**src/rtl/fifo_ctrl.sv**
```systemverilog
// Write arbiter and read sequencer around an 8-entry byte FIFO (7 usable words).
// Build option: define FIFO_CTRL_WATERMARK_EN to throttle writes at AF_LEVEL words.
module fifo_ctrl #(
  parameter int DW       = 8,
  parameter int AF_LEVEL = 5
) (
  input  logic          clk,
  input  logic          rst_n,
  input  logic          req0,
  input  logic          req1,
  input  logic [DW-1:0] data0,
  input  logic [DW-1:0] data1,
  output logic          gnt0,
  output logic          gnt1,
  output logic          fifo_wr_en,
  output logic [DW-1:0] fifo_din,
  input  logic          fifo_full,
  output logic          fifo_rd_en,
  input  logic [DW-1:0] fifo_dout,
  input  logic          fifo_empty,
  output logic          m_valid,
  output logic [DW-1:0] m_data,
  input  logic          m_ready,
  output logic [3:0]    occupancy,
  output logic          almost_full,
  output logic [15:0]   xfer_count
);

  localparam logic [3:0] MAX_OCC = 4'd7;
  localparam logic [3:0] AF_LVL  = 4'(AF_LEVEL);

`ifdef FIFO_CTRL_WATERMARK_EN
  localparam bit WM_EN = 1'b1;
`else
  localparam bit WM_EN = 1'b0;
`endif

  typedef enum logic [1:0] {
    IDLE  = 2'd0,
    FETCH = 2'd1,
    HOLD  = 2'd2
  } state_t;

  state_t      state_q, state_d;
  logic        rr_ptr;
  logic [3:0]  occ_q;
  logic        throttle;
  logic        wr_ok;

  assign occupancy   = occ_q;
  assign almost_full = WM_EN && (occ_q >= AF_LVL);
  assign throttle    = almost_full;
  assign wr_ok       = ~fifo_full & ~throttle;

  // Round-robin only matters when both producers ask in the same cycle.
  always_comb begin
    gnt0 = 1'b0;
    gnt1 = 1'b0;
    if (rst_n && wr_ok) begin
      if (req0 && req1) begin
        if (rr_ptr) gnt1 = 1'b1;
        else        gnt0 = 1'b1;
      end else if (req0) begin
        gnt0 = 1'b1;
      end else if (req1) begin
        gnt1 = 1'b1;
      end
    end
  end

  always_comb begin
    fifo_wr_en = gnt0 | gnt1;
    if (gnt0)      fifo_din = data0;
    else if (gnt1) fifo_din = data1;
    else           fifo_din = '0;
  end

  always_ff @(posedge clk) begin
    if (!rst_n)    rr_ptr <= 1'b0;
    else if (gnt0) rr_ptr <= 1'b1;
    else if (gnt1) rr_ptr <= 1'b0;
  end

  always_comb begin
    state_d    = state_q;
    fifo_rd_en = 1'b0;
    case (state_q)
      IDLE: begin
        if (!fifo_empty) begin
          fifo_rd_en = 1'b1;
          state_d    = FETCH;
        end
      end
      FETCH: state_d = HOLD;
      HOLD: begin
        if (m_ready) begin
          if (!fifo_empty) begin
            fifo_rd_en = 1'b1;
            state_d    = FETCH;
          end else begin
            state_d = IDLE;
          end
        end
      end
      default: state_d = IDLE;
    endcase
    if (!rst_n) fifo_rd_en = 1'b0;
  end

  always_ff @(posedge clk) begin
    if (!rst_n) begin
      state_q    <= IDLE;
      m_valid    <= 1'b0;
      m_data     <= '0;
      xfer_count <= '0;
    end else begin
      state_q <= state_d;
      m_valid <= (state_d == HOLD);
      if (state_q == FETCH) m_data <= fifo_dout;
      if (state_q == HOLD && m_ready) xfer_count <= xfer_count + 16'd1;
    end
  end

  // Simultaneous push and pop leave the count unchanged.
  always_ff @(posedge clk) begin
    if (!rst_n) begin
      occ_q <= '0;
    end else begin
      case ({fifo_wr_en, fifo_rd_en})
        2'b10:   if (occ_q < MAX_OCC) occ_q <= occ_q + 4'd1;
        2'b01:   if (occ_q != 4'd0)   occ_q <= occ_q - 4'd1;
        default: occ_q <= occ_q;
      endcase
    end
  end

endmodule

```
**config.mk**
```make
export PLATFORM = sky130hd
export DESIGN_NAME = fifo_ctrl
export DESIGN_NICKNAME = d
export VERILOG_FILES = /design/src/rtl/fifo_ctrl.sv
export SDC_FILE = /design/constraint.sdc
export NUM_CORES = 1
export LEC_CHECK = 0
export CAP_MARGIN = 10
export CELL_PAD_IN_SITES_DETAIL_PLACEMENT = 0
export CELL_PAD_IN_SITES_GLOBAL_PLACEMENT = 1
export CORE_ASPECT_RATIO = 1.4
export CORE_UTILIZATION = 40
export CTS_CLUSTER_DIAMETER = 120
export CTS_CLUSTER_SIZE = 28
export DETAILED_ROUTE_END_ITERATION = 7
export DONT_BUFFER_PORTS = 1
export PLACE_DENSITY = 0.69
export SYNTH_ARGS = -nofsm -noshare
export SYNTH_HDL_FRONTEND = slang
export SYNTH_SLANG_ARGS = --single-unit
```
**constraint.sdc**
```tcl
create_clock -name clk -period 2.8 [get_ports clk]
set_input_delay 0.14 -clock clk [delete_from_list [all_inputs] [get_ports clk]]
set_output_delay 0.14 -clock clk [all_outputs]
set_load 0.1 [all_outputs]
```
# ---- Word-level counts from Yosys, hierarchy flattened
# Index checks and enable logic that the tools add are counted.
dict set report op_classes {
  addsub 3
  n_lt_le_gt_ge 1
  eq_ne 7
  n_mux 24
  bitwise 2
  n_reduce_logical 8
}
# op count
set ops {}
lappend ops {{$add A16 B1 Y16 const B} 1}
lappend ops {{$mux W8} 2}
lappend ops {{$mux W1} 15}
lappend ops {{$mux W4} 2}
lappend ops {{$pmux W4 S2} 1}
lappend ops {{$eq A2 B2 Y1 const B} 3}
lappend ops {{$pmux W2 S3} 1}
lappend ops {{$add A4 B1 Y4 const B} 1}
lappend ops {{$eq A2 B1 Y1 const B} 2}
lappend ops {{$lt A4 B3 Y1 const B} 1}
lappend ops {{$mux W2} 2}
lappend ops {{$ne A2 B2 Y1 const B} 2}
lappend ops {{$reduce_bool A2 Y1} 2}
lappend ops {{$reduce_bool A4 Y1} 1}
lappend ops {{$sub A4 B1 Y4 const B} 1}
lappend ops {{$logic_and A1 B1 Y1} 3}
lappend ops {{$reduce_and A3 Y1} 1}
lappend ops {{$logic_not A2 Y1} 1}
lappend ops {{$pmux W1 S2} 1}
lappend ops {{$not A1 Y1} 1}
lappend ops {{$or A1 B1 Y1} 1}
dict set report totals {
  ff_bits 32
  inputBits 31
  out_inout_bits 42
  wordCells 51
}

# ---- Depth between registers and ports, before layout
dict set report logic_depth {
  word_depth 8
  ltp_mapped 7
  depth_no_buf 7
}

# ---- Least setup slack after synthesis
# No wires, ideal clock.
dict set report synth_path {
  path_type {flip-flop to flip-flop}
  startpoint {reg state_q[0]}
  endpoint {reg occ_q[0], in the netlist occupancy[0]}
  setup_time_ns 0.121
  arrival_ns 3.162
  setup_slack_ns -0.482
  path_stages_with_launch 5
  n_path_buf 0
  cell_sequence {dfxtp_1 -> or2_1 -> nor3_1 -> o211a_1 -> nor3_1}
}
dict set report synth_between {
  elab_chain_cells 6
  word_cells_on_any_way 11
}
# element line
set synth_lines {}
lappend synth_lines {{start, declared} 44} ;# state_t state_q, state_d;
lappend synth_lines {{start signal, assigned} 117} ;# state_q <= state_d;
lappend synth_lines {{$eq A2 B2 Y1 or $logic_not A2 Y1 (tied branches)} 87} ;# case (state_q)
lappend synth_lines {{$pmux W1 S2 *} 87}
lappend synth_lines {{$mux W1 *} 107} ;# if (!rst_n) fifo_rd_en = 1'b0;
lappend synth_lines {{via fifo_rd_en} 18} ;# output logic fifo_rd_en,
lappend synth_lines {{$eq A2 B1 Y1 or $eq A2 B2 Y1 (tied branches)} 129} ;# case ({fifo_wr_en, fifo_rd_en})
lappend synth_lines {{$ne A2 B2 Y1 (no line) or $reduce_bool A2 Y1 (tied branches)} --}
lappend synth_lines {{$reduce_and A3 Y1 (no line)} --}
lappend synth_lines {{end signal, assigned} 130} ;# 2'b10: if (occ_q < MAX_OCC) occ_q <= occ_q + 4'd1;
lappend synth_lines {{end signal, assigned} 131} ;# 2'b01: if (occ_q != 4'd0) occ_q <= occ_q - 4'd1;
lappend synth_lines {{end signal, assigned} 132} ;# default: occ_q <= occ_q;
lappend synth_lines {{end, declared} 46} ;# logic [3:0] occ_q;
# The timed path passes the listed nets; every way through them passes the cells marked *.
# A chain may end at the register's enable or synchronous reset.

# ---- Final worst setup path
dict set report layout_path {
  startpoint {reg state_q[0]}
  endpoint {reg occ_q[2], in the netlist occupancy[2]}
}
dict set report layout_between {
  elab_chain_cells 6
  word_cells_on_any_way 11
}
# element line
set layout_lines {}
lappend layout_lines {{$eq A2 B2 Y1 or $logic_not A2 Y1 (tied branches)} 87}
lappend layout_lines {{$pmux W1 S2 *} 87}
lappend layout_lines {{$mux W1 *} 107}
lappend layout_lines {{$eq A2 B1 Y1 or $eq A2 B2 Y1 (tied branches)} 129}
lappend layout_lines {{$ne A2 B2 Y1 (no line) or $reduce_bool A2 Y1 (tied branches)} --}
lappend layout_lines {{$reduce_and A3 Y1 (no line)} --}
# Every way passes the cells marked *; elsewhere a longest branch is shown, timed or not.

==> run_results.csv <==
group,metric,value,unit
place,dp.cells,255,
detailed_routing,wl_per_cell,13.6,um
yosys,syn_nets,217,
yosys,synth.area.top_cells,"dfxtp_1 42%, a21oi_1 5.9%, nand2_1 5.7%",
sta,slew_viol_final,0,
power_and_ir_drop,ir_drop,312,uV
yosys,syn_area_per_cell,8.30,sq um
global_routing,overflow,0,
sta,rsz0062_at_grt,"false",
finish,final_area,2030,sq um
worst_setup_path,crit_path_max_fanout,7,
clock_network,clk_latency,0.28,ns
run,timing.max_cap.violations,0,
detailed_routing,dr.pass1.iters,4,
yosys,ys_types,40,
finish,layout.cells.non_filler,272,
detailed_routing,drt_iter0_markers,23,
die,die_w,54.2,um
global_routing,grt_pass1_wl,5710,um
die,initial_core_util,0.419,
sta,fmax,0.427,GHz
clock_network,path_clk_slew,0.06,ns
die,die_area,4070,sq um
detailed_routing,drc,0,
finish,syn_to_final_growth,32.6,%
detailed_routing,final_antenna_net_count,0,
place,gp_congestion,0.841,
yosys,synthArstFlopShare,0,
global_routing,antenna_found_initial,0,
yosys,yosysMostFrequentCell,"dfxtp_1",
yosys,ys_seq_area_frac,0.419,
worst_setup_path,critPathKind,"register to register",
sta,worst_slew_pin_slew,0.982,ns
clock_network,cts_tree,"yes",
detailed_routing,vias,1502,
status,status,"complete, no violations",
sta,period_needed,2.34,ns
sta,setup_viol,0,
finish,multi_input_area,853,sq um
global_routing,track_usage,0.192,
die,coreArea,3640,sq um
worst_setup_path,cp.arrival,2.50,ns
finish,ff_latch_area,641,sq um
finish,final_nets,262,
finish,n_antenna_cell,0,
place,dpl-instance-area,1840,sq um
sta,clock_skew,0.00324,ns
die,ios,73,
yosys,syn_inst,184,
finish,fillerInstances,343,
sta,finalSetupTns,0,ns
worst_setup_path,cp-end-kind,"register",
yosys,synth-seq-cells,32,
yosys,yosys.area.top_type,"dfxtp_1",
worst_setup_path,start_kind,"register",
yosys,syn_area,1530,sq um
global_routing,grt_start_max_net_pins,30,
power_and_ir_drop,powerDensity,527,nW/um^2
yosys,yosys.area.top_type_share,0.419,
die,num_rows,26,
clock_network,cts_buffer_depth,2,
place,dp_hpwl,2760,um
place,port_buffers,0,
power_and_ir_drop,leakage,0.000826,uW
detailed_routing,drt_wl_total,3710,um
finish,post-route-util,0.556,
clock_network,numCtsBuffers,5,
sta,max_slew_margin,0.345,
clock_network,h-tree-depth,2,
yosys,yosys_warnings,0,
global_routing,grt_pass1_vias,1329,
clock_network,cts_sinks,32,
hold_path,hold_class,"input pin to register",
worst_setup_path,required,2.96,ns
sta,fin_crit_sh,0.836,
clock_network,clockRootBuffer,"clkbuf_8",
clock_network,post_cts_buffers,0,
detailed_routing,viasPerCell,5.52,
yosys,yosys_most_used_dff,"dfxtp_1",
finish,drive_above_1_share,0.217,
sta,hold_viol_final,0,
sta,holdWs,0.0141,ns
yosys,synth-edff-count,0,
die,fp.dieH,75.1,um
yosys,synthTopCellsByCount,"32 x dfxtp_1, 23 x nand2_1, 18 x a21oi_1",
cell families after synthesis:
logic type                 Yosys count  synth area share
AOI/OAI and AO/OA                   47             0.205
xor gates and xnor gates             9            0.0516
adders and majority gates            2            0.0164
buffers and inverters               13            0.0360
DFF                                 32             0.419
muxes                                2            0.0131
other                                1           0.00245
and+or+nand+nor                     78             0.256
final cells by class:
type / instances / share of cell area
repair buffers: 46 / 0.182
inverters: 5 / 0.00926
flip-flops and latches: 32 / 0.316
multi-input cells: 139 / 0.421
clock buffers: 6 / 0.0408
well taps: 42 / 0.0259
clock inverters: 2 / 0.00494
state kept, by name, indices dropped and copies added, names as in the netlist:
name / flops
rr_ptr: 1
m_data: 8
xfer_count: 16
state_q: 2
m_valid: 1
occupancy: 4
timing repair:
item | in CTS | in global routing
gates resized for setup | 0 | 0
hold endpoints to repair | 10 | 0
hold buffers | 9 | 0
cells in the final DEF (no fill, tap or decap), types with 2 or more instances in the layout:
cell type and count:
nand2b_1 3, o21ai_0 8, dlygate4sd3_1 9, clkinv_2 2, nand4_1 4, buf_4 37
a21oi_1 18, nor2_1 15, a31oi_1 2, inv_1 5, nand3_1 7, xor2_1 8
o31ai_1 3, mux2i_1 2, or3_1 5, a22o_1 8, nand2_1 23, or4_1 3
o2111ai_1 2, dfxtp_1 32, and3_1 2, clkbuf_8 6, ha_1 2, nor2b_1 3
nor3_1 4
per-stage QoR:
stage	total power, uW	setup slack [ns]
2_1_floorplan	672	0.341
3_3_place_gp	702	0.569
3_5_place_dp	706	0.464
4_1_cts	1080	0.459
5_1_grt	1110	0.342
6_report	1070	0.458
path summary, 6_finish.rpt:
check / startpoint / endpoint / slack [ns] / cells after the start
setup / recovery: state_q[0] / occupancy[2] / 0.46 / 7
hold / removal: rst_n / occupancy[0] / 0.01 / 2
setup reg to reg: state_q[0] / occupancy[2] / 0.46 / 7
hold reg to reg: m_data[4] / m_data[4] / 0.45 / 2
power by group:
part | internal (uW) | switching (uW) | total, uW
Sequential | 467 | 24.9 | 492
Clock | 196 | 165 | 361
Combinational | 53.1 | 161 | 214
worst max-delay path: stages, from the launching register on:
cell,delay (ns)
dfxtp_1,0.35
or2_1,0.32
a2111o_1,0.46
xnor2_1,0.17
ha_1,0.20
or2_2,0.30
o32a_1,0.31
mux2i_1,0.12
routing by layer:
layer,share of wire,up-vias,track usage
met5,0,-,0
met4,0.0086,0,0.0513
met3,0.069,3,0.0626
met2,0.53,58,0.360
met1,0.39,693,0.195
li1,-,748,-
No activity file was read; power rests on OpenSTA's default activity.
